===== src/rtl/input_conditioner_if.sv =====
// Raw button/strobe inputs in, debounced levels and rising-edge pulses out.
interface input_conditioner_if;
    logic aRaw;
    logic bRaw;
    logic a;
    logic b;
    logic aRise;
    logic bRise;

    modport master (output aRaw, bRaw, input a, b, aRise, bRise);
    modport slave  (input aRaw, bRaw, output a, b, aRise, bRise);
endinterface


===== src/rtl/input_conditioner.sv =====
// Two independent lanes: synchronizer chain -> debounce FSM -> registered level
// and single-cycle rising-edge pulse.
module input_conditioner #(
    parameter int DEBOUNCE_CYCLES = 16,
    parameter int SYNC_STAGES     = 2
) (
    input  logic                  clk,
    input  logic                  rstN,
    input_conditioner_if.slave    io
);
    localparam int NUM_LANES = 2;
    localparam int CW        = $clog2(DEBOUNCE_CYCLES);
    localparam logic [CW-1:0] LIM = CW'(DEBOUNCE_CYCLES - 1);

    typedef enum logic [1:0] {
        STABLE_LOW,
        RISING,
        STABLE_HIGH,
        FALLING
    } state_t;

    logic [NUM_LANES-1:0] raw;
    logic [NUM_LANES-1:0] lvl;
    logic [NUM_LANES-1:0] rise;

    assign raw = {io.bRaw, io.aRaw};

    for (genvar g = 0; g < NUM_LANES; g++) begin : g_lane
        logic [SYNC_STAGES-1:0] sync;
        logic [CW-1:0]          cnt;
        state_t                 st;
        logic                   lvl_r;
        logic                   rise_r;
        logic                   seen;

        assign seen = sync[SYNC_STAGES-1];

        // The counter tracks consecutive cycles the synchronized input has
        // disagreed with the committed level; any agreement restarts it.
        always_ff @(posedge clk or negedge rstN) begin
            if (!rstN) begin
                sync   <= '0;
                cnt    <= '0;
                st     <= STABLE_LOW;
                lvl_r  <= 1'b0;
                rise_r <= 1'b0;
            end else begin
                sync   <= {sync[SYNC_STAGES-2:0], raw[g]};
                rise_r <= 1'b0;
                case (st)
                    STABLE_LOW: begin
                        if (seen) begin
                            cnt <= CW'(1);
                            st  <= RISING;
                        end else begin
                            cnt <= '0;
                        end
                    end
                    RISING: begin
                        if (!seen) begin
                            cnt <= '0;
                            st  <= STABLE_LOW;
                        end else if (cnt == LIM) begin
                            lvl_r  <= 1'b1;
                            rise_r <= 1'b1;
                            cnt    <= '0;
                            st     <= STABLE_HIGH;
                        end else begin
                            cnt <= cnt + 1'b1;
                        end
                    end
                    STABLE_HIGH: begin
                        if (!seen) begin
                            cnt <= CW'(1);
                            st  <= FALLING;
                        end else begin
                            cnt <= '0;
                        end
                    end
                    FALLING: begin
                        if (seen) begin
                            cnt <= '0;
                            st  <= STABLE_HIGH;
                        end else if (cnt == LIM) begin
                            lvl_r <= 1'b0;
                            cnt   <= '0;
                            st    <= STABLE_LOW;
                        end else begin
                            cnt <= cnt + 1'b1;
                        end
                    end
                    default: begin
                        cnt <= '0;
                        st  <= STABLE_LOW;
                    end
                endcase
            end
        end

        assign lvl[g]  = lvl_r;
        assign rise[g] = rise_r;
    end

    assign io.a     = lvl[0];
    assign io.b     = lvl[1];
    assign io.aRise = rise[0];
    assign io.bRise = rise[1];
endmodule


===== src/flat_wrapper.sv =====
// flat-port wrapper written by rule: the top's interface ports become plain ports
module input_conditioner_flat 
#(
    parameter int DEBOUNCE_CYCLES = 16,
    parameter int SYNC_STAGES     = 2
)
  (clk, rstN, io_aRaw, io_bRaw, io_a, io_b, io_aRise, io_bRise);
  input_conditioner_if io_i ();
  input  logic clk;
  input  logic rstN;
  input wire logic [$bits(io_i.aRaw)-1:0] io_aRaw;
  input wire logic [$bits(io_i.bRaw)-1:0] io_bRaw;
  output wire logic [$bits(io_i.a)-1:0] io_a;
  output wire logic [$bits(io_i.b)-1:0] io_b;
  output wire logic [$bits(io_i.aRise)-1:0] io_aRise;
  output wire logic [$bits(io_i.bRise)-1:0] io_bRise;
  assign io_i.aRaw = io_aRaw;
  assign io_i.bRaw = io_bRaw;
  assign io_a = io_i.a;
  assign io_b = io_i.b;
  assign io_aRise = io_i.aRise;
  assign io_bRise = io_i.bRise;
  input_conditioner #(.DEBOUNCE_CYCLES(DEBOUNCE_CYCLES), .SYNC_STAGES(SYNC_STAGES)) u_core (.clk(clk), .rstN(rstN), .io(io_i));
endmodule

===== config.mk =====
export PLATFORM = sky130hd
export DESIGN_NAME = input_conditioner_flat
export DESIGN_NICKNAME = d
export VERILOG_FILES = /design/src/rtl/input_conditioner_if.sv /design/src/rtl/input_conditioner.sv /design/src/flat_wrapper.sv
export SDC_FILE = /design/constraint.sdc
export NUM_CORES = 1
export LEC_CHECK = 0
export ABC_CLOCK_PERIOD_IN_PS = 1450
export CORE_MARGIN = 2
export CORE_UTILIZATION = 52
export DETAILED_ROUTE_END_ITERATION = 16
export PLACE_DENSITY = 0.79
export SETUP_SLACK_MARGIN = 0.2
export SYNTH_ARGS = -nofsm -noshare
export SYNTH_HDL_FRONTEND = slang
export SYNTH_SLANG_ARGS = --single-unit

===== constraint.sdc =====
create_clock -name clk -period 1.45 [get_ports clk]
set_input_delay 0.145 -clock clk [delete_from_list [all_inputs] [get_ports clk]]
set_output_delay 0.145 -clock clk [all_outputs]
set_load 0.05 [all_outputs]

# After elaboration in Yosys (flattened, before gate mapping)
# Index checks and enable logic that the tools add are counted.
[op_classes]
n_eq_ne = 24
n_reduce_logical = 8
add_sub_neg = 2
mux = 42
[op_table]
columns = ["operator", "count"]
rows = [
  ["4-bit case mux with 4 select lines", 2],
  ["2-bit 2-to-1 mux", 12],
  ["4-bit 2-to-1 mux", 6],
  ["1-bit 2-to-1 mux", 18],
  ["2-bit by 1-bit != test with 1-bit output, second input constant", 8],
  ["2-bit case mux with 4 select lines", 2],
  ["5-bit AND reduction", 2],
  ["4-bit by 1-bit adder with 4-bit output, second input constant", 2],
  ["2-bit equality test, second input constant", 4],
  ["4-bit equality test, second input constant", 2],
  ["2-bit != test, second input constant", 4],
  ["4-bit AND reduction", 2],
  ["3-bit by 1-bit != test with 1-bit output, second input constant", 2],
  ["3-bit != test, second input constant", 2],
  ["2-bit by 1-bit equality test with 1-bit output, second input constant", 2],
  ["2-bit zero test", 2],
  ["1-bit case mux with 2 select lines", 2],
  ["2-bit nonzero test", 2],
]
[word_totals]
output_inout_bits = 4
ff_bits = 20

# Longest topological paths before layout
# Gate-level depths: netlist of the first run.
[depth]
ltp_word = 4
ltp_mapped = 4
depth_no_buf = 4

# Least setup slack after synthesis of the first run
# OpenSTA, ideal clock, no wires.
[synth_path]
path_kind = "register to register"
startpoint = "register u_core.g_lane[1].cnt[0]"
endpoint = "register u_core.g_lane[1].lvl_r (netlist: u_core.io.b)"
t_required_ps = 1322
stages_incl_launch_ff = 5
arrival_time_ps = 1153
synth_period_minus_slack_ps = 1281
path_slack_ps = 169
n_path_buf = 0
setup_time_ps = 128
path_cell_list = "dfrtp_1 > ha_1 > and4_1 > and3_1 > nand3b_1"
[synth_via]
elab_chain_len = 3
[synth_rtl]
columns = ["item", "line_no", "text"]
rows = [
  ["from (decl)", "input_conditioner.sv:30", "logic [CW-1:0] cnt;"],
  ["from (signal assigned)", "input_conditioner.sv:69", "cnt <= cnt + 1'b1;"],
  ["from (signal assigned)", "input_conditioner.sv:89", "cnt <= cnt + 1'b1;"],
  ["4-bit equality test *", "input_conditioner.sv:63, input_conditioner.sv:84", ""],
  ["2-bit by 1-bit != test with 1-bit output (no line)", "--", ""],
  ["5-bit AND reduction (no line) *", "--", ""],
  ["to (signal assigned)", "input_conditioner.sv:45", "lvl_r <= 1'b0;"],
  ["to (signal assigned)", "input_conditioner.sv:64", "lvl_r <= 1'b1;"],
  ["to (signal assigned)", "input_conditioner.sv:85", "lvl_r <= 1'b0;"],
  ["to (decl)", "input_conditioner.sv:32", "logic lvl_r;"],
]
# Every way passes the cells marked *; elsewhere a longest branch is shown, timed or not.
# A chain may end at the register's enable or synchronous reset.

# Worst setup path after layout of the first run
[layout_path]
startpoint = "register u_core.g_lane[0].cnt[1]"
endpoint = "register u_core.g_lane[0].cnt[0]"
[layout_via]
elab_chain_len = 4
[layout_rtl]
columns = ["item", "line_no", "text"]
rows = [
  ["from (decl)", "input_conditioner.sv:30", ""],
  ["from (signal assigned)", "input_conditioner.sv:69", ""],
  ["from (signal assigned)", "input_conditioner.sv:89", ""],
  ["4-bit equality test *", "input_conditioner.sv:63, input_conditioner.sv:84", ""],
  ["4-bit 2-to-1 mux *", "input_conditioner.sv:63, input_conditioner.sv:84", ""],
  ["4-bit 2-to-1 mux, on equally long branches", "input_conditioner.sv:81, input_conditioner.sv:60", ""],
  ["4-bit case mux with 4 select lines *", "input_conditioner.sv:50", "case (st)"],
]
# Marks and branches as above.

==> results.yml, run 1 <==
outcome:
  run_status: "finished, final reports clean"
global_route:
  grt_antenna_before_repair: 0
  grt_remaining_overflow: 0
  grt_pass1_vias: 472
  first_pass_grt_wire_length_um: 2030
  grt_start_max_net_pins: 21
  track_usage_pct: 14.9
yosys:
  synth_fp_nets: 70
  yosys.cell_types.count: 17
  synthMuxAreaShare_pct: 0
  combinational_family_with_the_most_area_after_synthesis: "simple AND/OR/NAND/NOR gates"
  synth-compound-area-share_pct: 9.27
  synth-seq-cells: 20
  yosys_warning_count: 0
  post_synth.cell_area_avg_sq_um: 12.0
  syn-cell-area_sq_um: 769
  post_synth_and_or_nand_nor_area_fraction_pct: 15.3
  syn-instance-count: 64
  synthAdderAreaFrac_pct: 3.25
  synth_xor_xnor_area_share_pct: 5.69
  ys_seq_area_share_pct: 65.0
setup_path:
  critical_path_arrival_ns: 1.41
  timing.critical_path.to_type: "register"
  worstSetupStartpointType: "register"
  r2r_slack_ns: 0.21
  cp_cell_sequence: "ha_4 -> nand4_1 -> and2_4 -> a21boi_2"
  timing.rr.start: "u_core.g_lane[0].cnt[1]"
  cp.required_ns: 1.62
  path_max_fanout: 4
  reg2reg_depth: 4
  slowest_stage: "sky130_fd_sc_hd__dfrtp_1"
  critical-path-max-stage-delay_ns: 0.42
  timing.setup.critical_path_class: "register to register"
  worst_r2r_endpoint: "u_core.g_lane[0].cnt[0]"
floorplanning:
  io_pins: 8
  starting_density_of_the_core_pct: 57.7
  floorplan_core_area_sq_um: 1330
  placement_rows: 13
  die_w_um: 42.5
  die_area_sq_um: 1800
  die_height_um: 42.5
detailed_routing:
  routed_via_density: 5.50
  remaining_drc_errors: 0
  route.vias.total: 528
  detail-route-antenna-nets: 0
  detailedRoute.firstPassIterationCount: 4
  wire_per_inst_um: 13.4
  drt_initial_violations: 18
  detail_route.wirelength_um: 1280
place:
  post-dp-hpwl_um: 837
  place.port_buffers: 7
  dpl.cell_count: 87
  finalWeightedCongestion: 0.698
  post-place-ws_ns: 0.144
clock_network:
  worstSkewPairLatency_ns: 0.28
  h-tree-depth: 1
  cts_inserted_buffers: 3
  ctsHoldBuffers: 0
  cts_num_sinks: 20
  cts_tree: "yes"
  clock_tree.root_cell: "sky130_fd_sc_hd__clkbuf_4"
  clk_buf_depth: 2
  worst_setup_hold_path_clk_slew_ns: 0.10
worst_hold_path:
  hold_path_class: "input pin to async pin"
pwr:
  vdd_drop_max_uv: 739
  total_leakage_power_nw: 0.448
  power.density_cell_area_nw_per_um2: 1080
sta:
  grt_setup_unrepaired: "true"
  fin_crit_sh_pct: 85.2
  post-route-worst-setup-slack_ns: 0.215
  finalHoldViolations: 0
  totalNegativeSetupSlack_ns: 0
  final_skew_ns: 0.00267
  period_minus_slack_ns: 1.24
  achievable_clock_frequency_ghz: 0.810
  worstMarginPinSlew_ns: 0.238
  final_max_slew_viol_count: 0
  tightest_slew_margin_relative_to_the_limit_pct: 84.1
  setup_violations: 0
final_layout:
  stdcell_count: 96
  synthToLayoutAreaGrowth_pct: 24.1
  antenna_cells_inserted: 0
  layout.nets: 88
  fraction_of_final_layout_cells_with_drive_strength_greater_than_1_pct: 24.7
  final.fill_count: 93
run:
  maxCapViolCount: 0
-- stage by stage --
step | area, sq um | utilization [%] | total power [mW] | hold slack [ns]
floorplan | 772 | - | 0.678 | -0.151
CTS | 920 | 68.9 | 1.03 | 0.188
finish | 955 | 71.6 | 1.03 | 0.183
global route | 955 | 71.6 | 1.08 | 0.212
global placement | 858 | 64.4 | 0.720 | 0.333
detailed placement | 858 | 64.4 | 0.723 | 0.352
-- metal layers --
metal  global-route usage, %  vias up  share of wire [%]
li1                        -      255                  -
met1                    22.3      261                 49
met2                    22.5       10                 46
met3                    3.02        2                4.1
met4                    3.75        0               0.62
met5                       0        -                  0
-- worst max-delay path by stage --
stage	start	to	slack (ns)	cells past startpoint
floorplan	u_core.g_lane[1].cnt[0]	u_core.io.b	0.20	4
global placement	u_core.g_lane[1].cnt[0]	u_core.io.b	0.18	4
detailed placement	u_core.g_lane[1].cnt[0]	u_core.io.b	0.14	4
CTS	u_core.g_lane[0].cnt[1]	u_core.g_lane[0].cnt[0]	0.20	4
global route	u_core.g_lane[0].cnt[0]	u_core.g_lane[0].cnt[0]	0.16	4
finish	u_core.g_lane[0].cnt[1]	u_core.g_lane[0].cnt[0]	0.21	4
-- registers in the layout (all words and copies together), names as in the netlist, named ones only --
register and count:
u_core.io.bRise 1, u_core.io.b 1, u_core.io.a 1, u_core.io.aRise 1, u_core.g_lane.st 2, u_core.g_lane.sync 4
u_core.g_lane.cnt 8
-- layout by cell type (no fill, tap or decap) --
| cell | instances |
|---|---|
| sky130_fd_sc_hd__nand2_1 | 6 |
| sky130_fd_sc_hd__nand4_1 | 1 |
| sky130_fd_sc_hd__clkdlybuf4s50_1 | 3 |
| sky130_fd_sc_hd__ha_4 | 1 |
| sky130_fd_sc_hd__clkbuf_8 | 1 |
| sky130_fd_sc_hd__nand2b_1 | 1 |
| sky130_fd_sc_hd__o21ai_0 | 5 |
| sky130_fd_sc_hd__nand3b_1 | 1 |
| sky130_fd_sc_hd__buf_4 | 10 |
| sky130_fd_sc_hd__a21oi_1 | 7 |
| sky130_fd_sc_hd__ha_2 | 1 |
| sky130_fd_sc_hd__and4_4 | 1 |
| sky130_fd_sc_hd__nor2_1 | 4 |
| sky130_fd_sc_hd__and4_1 | 1 |
| sky130_fd_sc_hd__xor2_1 | 2 |
| sky130_fd_sc_hd__and3_4 | 1 |
| sky130_fd_sc_hd__dfrtp_1 | 20 |
| sky130_fd_sc_hd__clkbuf_4 | 3 |
| sky130_fd_sc_hd__and3_1 | 2 |
| sky130_fd_sc_hd__xnor2_1 | 3 |
| sky130_fd_sc_hd__inv_1 | 3 |
| sky130_fd_sc_hd__nand4b_1 | 2 |
| sky130_fd_sc_hd__a21boi_2 | 1 |
| sky130_fd_sc_hd__and2_4 | 1 |
-- area by class of cell --
cell class                      count  area [sq um]  share of cell area (%)
Tap cell                           15          18.8                    1.97
Sequential cell                    20           500                    52.4
Clock buffer                        4          36.3                    3.80
Multi-Input combinational cell     41           283                    29.6
Inverter                            3          11.3                    1.18
Timing Repair Buffer               13           105                    11.0
-- critical path, delay by kind of cell (launching register included) --
kind,cells,cell delay (ns)
DFF,1,0.42
adders and majority gates,1,0.17
AOI/OAI and AO/OA,1,0.15
and+or+nand+nor,2,0.39
-- cell usage after synthesis --
cell                       instances  area [sq um]
sky130_fd_sc_hd__nand3b_1          1          7.51
sky130_fd_sc_hd__a21boi_2          1          11.3
sky130_fd_sc_hd__nand2b_1          1          6.26
sky130_fd_sc_hd__xnor2_1           3          26.3
sky130_fd_sc_hd__nor2_1            4          15.0
sky130_fd_sc_hd__and4_1            2          17.5
sky130_fd_sc_hd__ha_1              2          25.0
sky130_fd_sc_hd__a21oi_1           7          35.0
sky130_fd_sc_hd__nand2_1           6          22.5
sky130_fd_sc_hd__dfrtp_1          20           500
sky130_fd_sc_hd__and2_1            1          6.26
sky130_fd_sc_hd__xor2_1            2          17.5
sky130_fd_sc_hd__inv_1             3          11.3
sky130_fd_sc_hd__and3_1            3          18.8
sky130_fd_sc_hd__nand4_1           1          6.26
sky130_fd_sc_hd__o21ai_0           5          25.0
sky130_fd_sc_hd__nand4b_1          2          17.5
-- cells by family after synthesis --
kind of cell             after synthesis
AO/OA/AOI/OAI                         13
XOR/XNOR                               5
adder cells (fa/ha/maj)                2
buffers and inverters                  3
flip-flops                            20
AND/OR/NAND/NOR                       21
-- repair_timing --
action / 4_1_cts / 5_1_grt
setup buffers: 3 / 2
endpoints found under the setup margin: 3 / 2
pin swaps: 0 / 2
resized for setup: 1 / 4
-- report_power, final --
group	switching [mW]	internal, mW	leakage, nW
logic	0.0704	0.0533	0.166
registers	0.0223	0.583	0.261
clock network	0.150	0.153	0.0210
No activity file was read; power rests on OpenSTA's default activity.
==> inputs of run 2 (changes only) <==
SETUP_SLACK_MARGIN = not set   (was 0.2)
==> run 2 against run 1 <==
Compared with the run above: sequential cell count did not move; hold slack got worse by 0.015 ns; register-to-register slack got worse by 0.13 ns; total power fell by 0.21%; clock-buffer cell count did not move; first-iteration DRC count fell by 17%; cell count fell by 4.2%; clock power rose by 4%; worst setup slack got worse by 0.13 ns; utilization fell by 4.1 points; combinational power fell by 11%; critical endpoint is now u_core.io.b; highest routed layer unchanged; routed wire length fell by 5.6%.
==> results.yml, run 2 (synthesis results as in run 1) <==
outcome:
  run_status: "finished, final reports clean"
floorplanning:
  die_area_sq_um: 1800
  die_height_um: 42.5
  floorplan_core_area_sq_um: 1330
  placement_rows: 13
  die_w_um: 42.5
  io_pins: 8
  starting_density_of_the_core_pct: 57.7
detailed_routing:
  detail_route.wirelength_um: 1210
  route.vias.total: 517
  drt_initial_violations: 15
  remaining_drc_errors: 0
  detailedRoute.firstPassIterationCount: 4
  detail-route-antenna-nets: 0
  wire_per_inst_um: 13.2
  routed_via_density: 5.62
pwr:
  total_leakage_power_nw: 0.430
  power.density_cell_area_nw_per_um2: 1140
  fin_total_pwr_mw: 1.03
  vdd_drop_max_uv: 800
setup_path:
  cp_cell_sequence: "ha_1 -> and4_1 -> and3_1 -> nand3b_1"
  worstSetupStartpointType: "register"
  critical_path_arrival_ns: 1.55
  crit_buf_inv: 0
  critical-path-max-stage-delay_ns: 0.42
  timing.setup.critical_path_class: "register to register"
  cp.required_ns: 1.64
  r2r_slack_ns: 0.09
  timing.critical_path.to_type: "register"
  reg2reg_depth: 4
  cp.depth: 4
  path_max_fanout: 5
  slowest_stage: "sky130_fd_sc_hd__dfrtp_1"
  timing.rr.start: "u_core.g_lane[1].cnt[0]"
  worst_r2r_endpoint: "u_core.io.b"
  worst_path_dominant_cell_family: "simple AND/OR/NAND/NOR gates"
sta:
  finalHoldViolations: 0
  final_max_slew_viol_count: 0
  achievable_clock_frequency_ghz: 0.733
  final_skew_ns: 0.00573
  period_minus_slack_ns: 1.36
  totalNegativeSetupSlack_ns: 0
  tightest_slew_margin_relative_to_the_limit_pct: 83.7
  fin_crit_sh_pct: 94.1
  setup_violations: 0
  grt_setup_unrepaired: "false"
  worstMarginPinSlew_ns: 0.245
  post-route-worst-setup-slack_ns: 0.0854
clock_network:
  cts.repair_timing.setup_buffer_count: 0
  worst_setup_hold_path_clk_slew_ns: 0.11
  ctsHoldBuffers: 0
  h-tree-depth: 1
  cts.repair.resized: 0
  cts_num_sinks: 20
  cts_tree: "yes"
  cts_inserted_buffers: 3
  worstSkewPairLatency_ns: 0.30
  clk_buf_depth: 2
  clock_tree.root_cell: "sky130_fd_sc_hd__clkbuf_4"
final_layout:
  top_register: "u_core.g_lane.cnt"
  largest_reg_flops: 8
  layout.nets: 84
  design_area_sq_um: 900
  fraction_of_final_layout_cells_with_drive_strength_greater_than_1_pct: 14.3
  synthToLayoutAreaGrowth_pct: 16.9
  antenna_cells_inserted: 0
  layout_common_cells: "20 x sky130_fd_sc_hd__dfrtp_1, 7 x sky130_fd_sc_hd__a21oi_1, 6 x sky130_fd_sc_hd__nand2_1, 6 x sky130_fd_sc_hd__buf_4, 5 x sky130_fd_sc_hd__o21ai_0"
  reg.largest.list: "u_core.g_lane.cnt: 8 flops, u_core.g_lane.sync: 4 flops, u_core.g_lane.st: 2 flops"
  most_common_library_cell_in_the_layout_ignoring_fill_and_taps: "sky130_fd_sc_hd__dfrtp_1"
  stdcell_count: 92
  final.fill_count: 110
global_route:
  grt_remaining_overflow: 0
  first_pass_grt_wire_length_um: 2040
  grt_pass1_vias: 477
  grt_antenna_before_repair: 0
  track_usage_pct: 16.2
  grt_start_max_net_pins: 21
place:
  post-place-ws_ns: 0.0778
  post-dp-hpwl_um: 912
  placedInstanceArea_sq_um: 856
  dpl.cell_count: 87
  place.port_buffers: 7
  finalWeightedCongestion: 0.751
worst_hold_path:
  hold_path_class: "input pin to async pin"
run:
  maxCapViolCount: 0
[run 2: cell types whose count changed in the layout (fill, tap and decap cells not counted), sizes merged]
cell / change
buf: -4
[run 2: per-layer routing]
metal	vias to the layer above	global-route usage [%]	wire [um]
li1	245	-	-
met2	16	22.5	529
met4	0	11.3	40
met1	252	21.2	584
met5	-	0	0
met3	4	5.17	57
[run 2: metrics by stage]
stage	hold slack, ns	utilization, %
CTS	0.169	66.9
detailed placement	0.344	64.2
global route	0.186	67.4
finish	0.168	67.4
global placement	0.334	64.2
floorplan	-0.151	-
[run 2: report_power, final]
group          internal, mW  switching (mW)
Clock                 0.153           0.161
Combinational        0.0433          0.0669
Sequential            0.583          0.0227
[run 2: worst reg2reg max path: stages (launching register included)]
cell and delay (ns):
sky130_fd_sc_hd__dfrtp_1 0.42, sky130_fd_sc_hd__ha_1 0.24, sky130_fd_sc_hd__and4_1 0.24, sky130_fd_sc_hd__and3_1 0.21, sky130_fd_sc_hd__nand3b_1 0.15
[run 2: how the worst max path moves through the flow]
stage	start	end
final	u_core.g_lane[1].cnt[0]	u_core.io.b
after detailed placement	u_core.g_lane[1].cnt[0]	u_core.io.b
after CTS	u_core.g_lane[1].cnt[0]	u_core.io.b
after floorplan	u_core.g_lane[1].cnt[0]	u_core.io.b
after global placement	u_core.g_lane[1].cnt[0]	u_core.io.b
after global routing	u_core.g_lane[1].cnt[0]	u_core.io.b
[run 2: area by class of cell]
type / instances / area (sq um) / share of cell area, %
flip-flops and latches: 20 / 500 / 55.6
multi-input cells: 41 / 258 / 28.7
repair buffers: 9 / 75.1 / 8.34
clock buffers: 4 / 36.3 / 4.03
well taps: 15 / 18.8 / 2.09
inverters: 3 / 11.3 / 1.25
==> inputs of run 3 (changes only) <==
CORE_MARGIN = not set   (was 2)
==> run 3 against run 2 <==
Compared with the run above: fmax fell by 0.98%; clock power rose by 1%; global-route usage rose by 1.8 points; sequential power barely moved; final area fell by 0.83%; register-to-register slack barely moved; worst setup slack got worse by 0.014 ns; total power rose by 0.35%; clock skew barely moved; largest cell class unchanged; largest power group unchanged; highest routed layer unchanged.
==> results.yml, run 3 (synthesis results as in run 1) <==
setup_path:
  timing.setup.critical_path_class: "register to register"
  critical_path_arrival_ns: 1.56
  cp_cell_sequence: "ha_1 -> and4_1 -> and3_1 -> nand3b_1"
  timing.critical_path.to_type: "register"
  cp.required_ns: 1.63
  critical-path-max-stage-delay_ns: 0.43
  slowest_stage: "sky130_fd_sc_hd__dfrtp_1"
  worstSetupStartpointType: "register"
  path_max_fanout: 5
detailed_routing:
  detail_route.wirelength_um: 1190
  met2_length_um: 515
  wire_per_inst_um: 13.1
  detailedRoute.firstPassIterationCount: 4
  drt_initial_violations: 20
  remaining_drc_errors: 0
  wl_met3_um: 39
  routedLengthMet1_um: 623
  route.vias.total: 496
  routed_via_density: 5.45
  detail-route-antenna-nets: 0
  highest-signal-layer: "met4"
floorplanning:
  starting_density_of_the_core_pct: 57.7
  die_w_um: 40.5
  io_pins: 8
  floorplan_core_area_sq_um: 1330
  die_height_um: 40.5
  placement_rows: 13
  die_area_sq_um: 1640
worst_hold_path:
  hold_path_class: "input pin to async pin"
pwr:
  internal_power_uw: 778
  total_leakage_power_nw: 0.425
  vdd_drop_max_uv: 856
  power.switching_uw: 255
  seq_power_share_pct: 58.6
  power.switching_fraction_pct: 24.7
  power.density_cell_area_nw_per_um2: 1160
  pwr-share-clk_pct: 30.8
  power_frac_comb_pct: 10.6
sta:
  worstMarginPinSlew_ns: 0.243
  tightest_slew_margin_relative_to_the_limit_pct: 83.8
  final_skew_ns: 0.00523
  final_max_slew_viol_count: 0
  hold_slack_ns: 0.170
  grt_setup_unrepaired: "false"
  fin_crit_sh_pct: 95.0
  totalNegativeSetupSlack_ns: 0
  achievable_clock_frequency_ghz: 0.726
  period_minus_slack_ns: 1.38
  setup_violations: 0
  finalHoldViolations: 0
final_layout:
  layout.nets: 83
  largest_reg_flops: 8
  most_common_library_cell_in_the_layout_ignoring_fill_and_taps: "sky130_fd_sc_hd__dfrtp_1"
  synthToLayoutAreaGrowth_pct: 15.9
  antenna_cells_inserted: 0
  layout_common_cells: "20 x sky130_fd_sc_hd__dfrtp_1, 7 x sky130_fd_sc_hd__a21oi_1, 6 x sky130_fd_sc_hd__nand2_1"
  top_register: "u_core.g_lane.cnt"
  reg.largest.list: "u_core.g_lane.cnt: 8 flops, u_core.g_lane.sync: 4 flops, u_core.g_lane.st: 2 flops"
  fraction_of_final_layout_cells_with_drive_strength_greater_than_1_pct: 13.2
global_route:
  track_usage_pct: 18.0
  grt_remaining_overflow: 0
  grt_antenna_before_repair: 0
  grt_start_max_net_pins: 21
  grt_pass1_vias: 430
  first_pass_grt_wire_length_um: 1790
clock_network:
  ctsHoldBuffers: 0
  cts_num_sinks: 20
  cts_inserted_buffers: 3
  h-tree-depth: 1
  clock_tree.root_cell: "sky130_fd_sc_hd__clkbuf_4"
  clk_buf_depth: 2
  cts.repair_timing.setup_buffer_count: 0
  cts.repair.resized: 0
  worstSkewPairLatency_ns: 0.30
  cts_tree: "yes"
  worst_setup_hold_path_clk_slew_ns: 0.11
place:
  place.port_buffers: 7
  finalWeightedCongestion: 0.792
  post-dp-hpwl_um: 861
outcome:
  run_status: "finished, final reports clean"
run:
  maxCapViolCount: 0
-- run 3: changes by cell type in the layout (fill, tap and decap cells not counted), sizes merged --
cell	previous run	this run
buf	6	5
-- run 3: metrics by stage --
stage | instance area, sq um | utilization (%) | setup slack, ns | instances | power [mW]
2_1_floorplan | 769 | - | 0.169 | 64 | 0.677
3_3_place_gp | 856 | 64.2 | 0.144 | 87 | 0.721
3_5_place_dp | 856 | 64.2 | 0.0738 | 87 | 0.730
4_1_cts | 892 | 66.9 | 0.0706 | 91 | 1.04
5_1_grt | 892 | 66.9 | 0.0237 | 91 | 1.07
6_report | 892 | 66.9 | 0.0718 | 91 | 1.03
-- run 3: layer usage --
layer / vias to the layer above / GRT usage, %
met5: - / 0
met1: 239 / 27.2
met2: 10 / 21.4
met4: 0 / 12.5
met3: 2 / 5.00
li1: 245 / -
-- run 3: worst paths after layout --
check	start	endpoint	slack (ns)	depth (start not counted)
setup / recovery	u_core.g_lane[1].cnt[0]	u_core.io.b	0.07	4
hold / removal	rstN	u_core.g_lane[1].cnt[3]	0.17	2
setup reg to reg	u_core.g_lane[1].cnt[0]	u_core.io.b	0.07	4
hold reg to reg	u_core.g_lane[1].sync[0]	u_core.g_lane[1].sync[1]	0.37	0
max in group asynchronous	rstN	async pin	1.08	2
min in group clk	io_aRaw	u_core.g_lane[0].sync[0]	0.27	1
-- run 3: power by group through the flow --
stage                     Clock (mW)  Combinational (mW)  Sequential [mW]
after floorplan                    0              0.0342            0.643
after global placement             0               0.106            0.615
after detailed placement           0               0.114            0.616
after CTS                      0.319               0.112            0.607
after global routing           0.345               0.118            0.611
final                          0.318               0.109            0.606
-- run 3: critical path: cells and delay by family, from the launching register on --
| family | cells | cell delay [ns] |
|---|---|---|
| adders and majority gates | 1 | 0.24 |
| DFF | 1 | 0.43 |
| and+or+nand+nor | 3 | 0.60 |
-- run 3: final cells by class --
type	instances	area, sq um
Sequential cell	20	500
Multi-Input combinational cell	41	258
Tap cell	15	18.8
Inverter	3	11.3
Fill cell	102	442
Timing Repair Buffer	8	67.6
Clock buffer	4	36.3
